==> src/rtl/pipeline_hazard_ctrl.sv <==
// Hazard controller for a five-stage pipeline: load-use stalls, data-memory
// wait stalls and decode-resolved branch flushes, with saturating event counters.
module pipeline_hazard_ctrl #(
    parameter int unsigned REGW = 5,
    parameter int unsigned CNTW = 16
) (
    input  logic            clk,
    input  logic            reset_n,
    input  logic [REGW-1:0] id_rn,
    input  logic [REGW-1:0] id_rm,
    input  logic            id_uses_rn,
    input  logic            id_uses_rm,
    input  logic            id_brtaken,
    input  logic [REGW-1:0] ex_rd,
    input  logic            ex_regwrite,
    input  logic            ex_memtoreg,
    input  logic            mem_req,
    input  logic            mem_ready,
    input  logic            cnt_clr,
    output logic            pc_write,
    output logic            ifid_write,
    output logic            idex_write,
    output logic            exmem_write,
    output logic            ifid_flush,
    output logic            idex_bubble,
    output logic            memwb_bubble,
    output logic [1:0]      state,
    output logic [CNTW-1:0] stall_cnt,
    output logic [CNTW-1:0] flush_cnt
);

    typedef enum logic [1:0] {
        RUN      = 2'b00,
        LU_STALL = 2'b01,
        MEM_WAIT = 2'b10,
        ILLEGAL  = 2'b11
    } state_e;

    localparam logic [REGW-1:0] XZR     = REGW'(31);
    localparam logic [CNTW-1:0] CNT_MAX = '1;

    state_e          state_q, state_d;
    logic [CNTW-1:0] stall_cnt_q, stall_cnt_d;
    logic [CNTW-1:0] flush_cnt_q, flush_cnt_d;

    logic rn_hit, rm_hit, lu, mw;

    // XZR reads as zero, so a load targeting it can never feed decode.
    assign rn_hit = id_uses_rn && (id_rn == ex_rd);
    assign rm_hit = id_uses_rm && (id_rm == ex_rd);
    assign lu     = ex_memtoreg && ex_regwrite && (ex_rd != XZR) && (rn_hit || rm_hit);
    assign mw     = mem_req && !mem_ready;

    always_ff @(posedge clk or negedge reset_n) begin
        if (!reset_n) begin
            state_q <= RUN;
        end else begin
            state_q <= state_d;
        end
    end

    always_comb begin
        pc_write     = 1'b1;
        ifid_write   = 1'b1;
        idex_write   = 1'b1;
        exmem_write  = 1'b1;
        ifid_flush   = 1'b0;
        idex_bubble  = 1'b0;
        memwb_bubble = 1'b0;
        state_d      = RUN;

        if (reset_n) begin
            case (state_q)
                RUN, LU_STALL, MEM_WAIT: begin
                    if (mw) begin
                        pc_write     = 1'b0;
                        ifid_write   = 1'b0;
                        idex_write   = 1'b0;
                        exmem_write  = 1'b0;
                        memwb_bubble = 1'b1;
                        state_d      = MEM_WAIT;
                    end else if (lu && (state_q != LU_STALL)) begin
                        // EX holds a bubble during LU_STALL, so a stale match there is ignored.
                        pc_write    = 1'b0;
                        ifid_write  = 1'b0;
                        idex_bubble = 1'b1;
                        state_d     = LU_STALL;
                    end else if (id_brtaken) begin
                        ifid_flush = 1'b1;
                    end
                end
                default: state_d = RUN;
            endcase
        end
    end

    always_comb begin
        stall_cnt_d = stall_cnt_q;
        flush_cnt_d = flush_cnt_q;
        if (cnt_clr) begin
            stall_cnt_d = '0;
            flush_cnt_d = '0;
        end else begin
            if (!pc_write && (stall_cnt_q != CNT_MAX)) begin
                stall_cnt_d = stall_cnt_q + CNTW'(1);
            end
            if (ifid_flush && (flush_cnt_q != CNT_MAX)) begin
                flush_cnt_d = flush_cnt_q + CNTW'(1);
            end
        end
    end

    always_ff @(posedge clk or negedge reset_n) begin
        if (!reset_n) begin
            stall_cnt_q <= '0;
            flush_cnt_q <= '0;
        end else begin
            stall_cnt_q <= stall_cnt_d;
            flush_cnt_q <= flush_cnt_d;
        end
    end

    assign state     = state_q;
    assign stall_cnt = stall_cnt_q;
    assign flush_cnt = flush_cnt_q;

endmodule

==> config.mk <==
export PLATFORM = sky130hd
export DESIGN_NAME = pipeline_hazard_ctrl
export DESIGN_NICKNAME = d
export VERILOG_FILES = /design/src/rtl/pipeline_hazard_ctrl.sv
export SDC_FILE = /design/constraint.sdc
export NUM_CORES = 1
export LEC_CHECK = 0
export ABC_CLOCK_PERIOD_IN_PS = 5700
export CAP_MARGIN = 20
export CELL_PAD_IN_SITES_DETAIL_PLACEMENT = 0
export CELL_PAD_IN_SITES_GLOBAL_PLACEMENT = 2
export CORE_ASPECT_RATIO = 1.75
export CORE_MARGIN = 4
export CORE_UTILIZATION = 30
export CTS_CLUSTER_DIAMETER = 200
export CTS_CLUSTER_SIZE = 24
export DETAILED_ROUTE_END_ITERATION = 8
export PLACE_DENSITY = 0.91
export SYNTH_ARGS = -nofsm -noshare
export SYNTH_HDL_FRONTEND = slang
export SYNTH_SLANG_ARGS = --single-unit
==> constraint.sdc <==
create_clock -name clk -period 5.7 [get_ports clk]
set_input_delay 1.425 -clock clk [delete_from_list [all_inputs] [get_ports clk]]
set_output_delay 1.425 -clock clk [all_outputs]
set_load 0.005 [all_outputs]
# == After elaboration in Yosys (flattened, before gate mapping) ==
# Cells that the tools add are included.
# word_totals
latch_bits,0
register_bits,34
mem_bits_ro,0
ram_bits,0
n_memories,0
word_cells,56
output_inout_bits,41
# classes
eq_ne,8
bitwise,0
div_mod_pow,0
order_cmp,0
shifts,0
reduce_logical,16
n_addsub,2
n_mul,0
muxes,27
# ops
operator,count
two-way mux 16 bit,4
adder 16 x 1 -> 16 bit (second input constant),2
inequality test 16 bit (second input constant),2
two-way mux 1 bit,20
== test 5 bit,2
logical AND 1 bit,9
two-way mux 2 bit,3
inequality test 5 bit (second input constant),1
nonzero test 2 bit,2
OR reduction 3 bit,1
== test 2 x 1 -> 1 bit (second input constant),1
== test 2 bit (second input constant),1
zero test 1 bit,2
zero test 2 bit,1
inequality test 2 x 1 -> 1 bit (second input constant),1
logical OR 1 bit,1

# == Longest topological paths before layout ==
# depth
ltp_word,13
depth_mapped,8
ltp_nobuf,7

# == Worst setup path before layout ==
# No wires, ideal clock.
# synth_path
path_type,input-to-output
startpoint,in id_rn[1]
endpoint,out pc_write
arrival_time_ns,2.624
stages,8
setup_slack_ns,1.651
t_required_ns,4.275
path_buffers,3
path_cell_list,xnor2_1 > nand4_1 > o22ai_2 > a21oi_2 > clkbuf_8 > buf_2 > nand2b_1 > buf_4
# synth_between
elab_chain_len,9
# synth_lines
element,line,source
start: declaration,9,"input logic [REGW-1:0] id_rn,"
== test 5 bit,49,assign rn_hit = id_uses_rn && (id_rn == ex_rd);
logical AND 1 bit,49,
logical OR 1 bit,51,assign lu = ex_memtoreg && ex_regwrite && (ex_rd != XZR) && (rn_hit || rm_hit);
logical AND 1 bit,51,
logical AND 1 bit,82,end else if (lu && (state_q != LU_STALL)) begin
two-way mux 1 bit (4 in series),n/a,
end: declaration,20,"output logic pc_write,"
# No other way between the ends.

# == Final worst setup path ==
# layout_path
startpoint,in ex_rd[1]
endpoint,out idex_bubble
# layout_between
elab_chain_len,9
# layout_lines
element,line,source
start: declaration,14,"input logic [REGW-1:0] ex_rd,"
"== test 5 bit, on equally long branches","49, 50",
"logical AND 1 bit, on equally long branches","49, 50",
logical OR 1 bit,51,
logical AND 1 bit *,51,
logical AND 1 bit *,82,
two-way mux 1 bit *,82,
two-way mux 1 bit *,75,if (mw) begin
two-way mux 1 bit *,73,case (state_q)
two-way mux 1 bit *,72,if (reset_n) begin
end: declaration,25,"output logic idex_bubble,"
# Every way passes the cells marked *; elsewhere a longest branch is shown, timed or not.

==> summary.md <==
| Metric | Value |
|---|---|
| Maxcap violations | `0` |
| Largest family of logic cells by synthesized area | `simple AND/OR/NAND/NOR gates` |
| Global-route track usage on met1 | `16.9%` |
| Router iterations before antenna repair | `4` |
| Synth Warn # | `0` |
| Syn avg cell area | `9.38 sq um` |
| Vias in the first global route | `between 2000 and 2500` |
| Synthesized cell area | `approximately 2200 sq um` |
| Tightest Pin Transition | `~970 ps` |
| Final Cycle Share | `between 80 and 90%` |
| Final hold violation count | `0` |
| Die height | `between 100 and 150 microns` |
| Post-Place Worst Slack | `approximately 260 ps` |
| Synth area leader | `dfrtp_1` |
| Clock skew | `3.57 ps` |
| Starting Density | `between 30% and 40%` |
| Placed wire-length estimate | `4.37 mm` |
| GRT Total Usage | `around 14%` |
| Worst EP arrival | `about 3600 ps` |
| Total power | `0.000568 W` |
| P_leak | `approximately 1.1 nW` |
| Clock Latency Late Sink | `280 ps` |
| CTS Root Cell | `clkbuf_16` |
| Setup CP Type | `in -> out` |
| Die Wd | `between 70 and 80 microns` |
| First-pass GRT wire length | `about 10 mm` |
| Hold WC Path Type | `reg -> reg` |
| Post-synth top area share | `roughly two fifths` |
| CTS sink cnt | `34` |
| Routability Congestion | `between 0.7 and 0.8` |
| Post-Route WL | `approximately 5.9 mm` |
| Crit path time final | `~5000 ps` |
| Share of cells above drive strength 1 | `just under 9%` |
| Synth-to-Final Area Change | `37.6%` |
| Total congestion overflow | `0` |
| I/O Buffers | `65` |
| GR peak layer | `met2` |
| Cts repair resizes | `0` |
| Post-synthesis compound-gate area fraction | `about a fifth` |
| Peak Freq | `between 0.2 and 0.25 GHz` |
| Nets | `roughly 330` |
| Routed vias/inst | `~5.3` |
| Mux cell area share after synthesis | `3.01%` |
| Peak supply drop | `~0.00013 V` |
| Area occupied by multi-input gates | `about 1200 sq um` |
| Final instance area | `roughly 3000 sq um` |
| Required time of the worst setup path | `roughly 4300 ps` |
| Sequential-to-total area share from yosys stat | `about two fifths` |
| R2r setup slk | `about 3400 ps` |
| #FFs+latches synth | `34` |
| Adder-cell share of the synthesized area | `~1.1%` |
| Dpl cell area | `between 2000 and 3000 sq um` |
| H-tree depth | `2` |
| CP Launch Type | `primary input` |
| Final worst slack | `713 ps` |
| Post-synthesis cell type count | `roughly 50` |
| # diodes | `0` |
| Post-Syn Nets | `around 260` |
| Initial antenna violation count | `0` |
| Worst r2r src | `stall_cnt[2]` |
| Largest net degree at the start of global routing | `32` |
| Synth area leaders | `dfrtp_1 39%, a21oi_1 5.5%, or4_1 5.1%, o31ai_1 4.8%, xnor2_1 4.4%` |
| GR Util met2 | `about 24%` |
| Hold_sp | `stall_cnt[15]` |
| DRC violations left | `0` |
| Post-Syn Instances | `between 200 and 250` |
| Vias | `slightly above 2000` |
| Outcome | `finished clean` |
| Register Area | `851 sq um` |
| Deepest clock path buffer count | `2` |
| I/O pin count | `66` |
| Die ar. | `slightly below 9000 sq um` |
| CTS tree | `built` |
| Pwr/cell area | `roughly 190 nW/um^2` |
| Post-DRT Antenna Nets | `0` |
| Num CTS Buffers | `5` |
| Slew headroom | `about a third` |
| Worst-path fanout max | `4` |
| Met3 GRT Util | `2.74%` |
| Setup Buffers After CTS | `0` |
| Synth Area in Simple Gates | `between 20% and 30%` |
| Slew Viols, Final | `0` |
| Worst Setup End Kind | `primary output` |
| RSZ-0062 raised after global routing | `no` |
| # rows | `41` |
| CTS Hold Bufs | `0` |
| Final Setup Violations | `0` |
| Drt wl/cell | `about 15 microns` |
| Setup TNS | `0 ps` |
| Post-layout util | `around 42%` |
| XOR/XNOR share of the synthesized area | `about 4.8%` |
| Core ar. | `roughly 7200 sq um` |
| FILL cells | `730` |
| Crit path launch | `ex_rd[1]` |
| DRT iter0 DRCs | `76` |
| Reg clk slew, reported paths | `roughly 50 ps` |
==> where the power goes <==
| part | switching, W | leakage (nW) | internal, W |
|---|---|---|---|
| logic | 0.0000320 | 0.559 | 0.0000338 |
| clock network | 0.0000971 | 0.0640 | 0.000160 |
| registers | 0.00000226 | 0.474 | 0.000243 |
==> registers in the layout, summed over array words and instances (netlist names) <==
signal     cells
flush_cnt     16
stall_cnt     16
state          2
==> kinds of logic (layout without fill, tap and decap cells) <==
kind of cell               after synthesis  count (layout)
xor gates and xnor gates                12              12
and+or+nand+nor                        100             100
muxes                                    6               6
adders and majority gates                2               2
buffers and inverters                   21              85
DFF                                     34              34
AOI/OAI and AO/OA                       60              60
==> Yosys cell counts (all sizes together) <==
master and number:
and2 2, buf 7, nor2 11, clkbuf 5, nor4b 1, or4 15, nand2 15, o31ai 15
nand4 6, o21ai 11, a21oi 25, nand3 17, o21ba 1, inv 9, a21boi 1, ha 2
a41oi 1, and3 4, a41o 1, or3b 1, nand2b 4, xnor2 11, nor3 3, o22ai 1
o211ai 2, nor4 6, mux2 5, dfrtp 34, o31a 1, xor2 1, mux2i 1, and2b 1
or3 9, and4 1, nor2b 4, o22a 1
==> final timing paths <==
kind	end	cells after the start
worst max register to register	stall_cnt[6]	6
worst min register to register	stall_cnt[15]	2
min in group asynchronous	stall_cnt[11]	2
worst min-delay path	stall_cnt[15]	2
worst max-delay path	idex_bubble	6
max in group asynchronous	flush_cnt[15]	2
==> layer usage <==
layer,wire [microns],part of all wire (%)
met5,0,0
met1,2500,42
met4,118,2.0
met2,2970,50
met3,366,6.2
==> metrics by stage <==
step,cells,hold WS [ps]
floorplan,235,552
global placement,377,563
detailed placement,377,566
CTS,384,575
global route,385,608
finish,385,572
==> layout by cell type (no fill, tap or decap), types with 4 or more instances in the layout <==
cell,synthesis,final
a21oi_1,24,24
clkbuf_16,0,5
clkdlybuf4s50_1,0,65
dfrtp_1,34,34
inv_1,9,9
mux2_1,5,5
nand2_1,15,15
nand2b_1,4,4
nand3_1,14,14
nand4_1,5,5
nor2_1,11,11
nor2b_1,4,4
nor4_1,6,6
o21ai_0,9,9
o31ai_1,14,14
or3_1,8,8
or4_1,15,15
xnor2_1,11,11
==> layout make-up <==
type | count | area share [%]
multi-input cells | 180 | 40.2
flip-flops and latches | 34 | 28.1
repair buffers | 69 | 22.7
clock buffers | 7 | 4.37
well taps | 86 | 3.55
inverters | 9 | 1.11
==> critical path, cell delays in order <==
cell	delay, ps
clkdlybuf4s50_1	560
xnor2_1	150
nand4_1	150
o22a_2	320
nor4_1	370
clkdlybuf4s50_1	580
No activity file was read; power rests on OpenSTA's default activity.
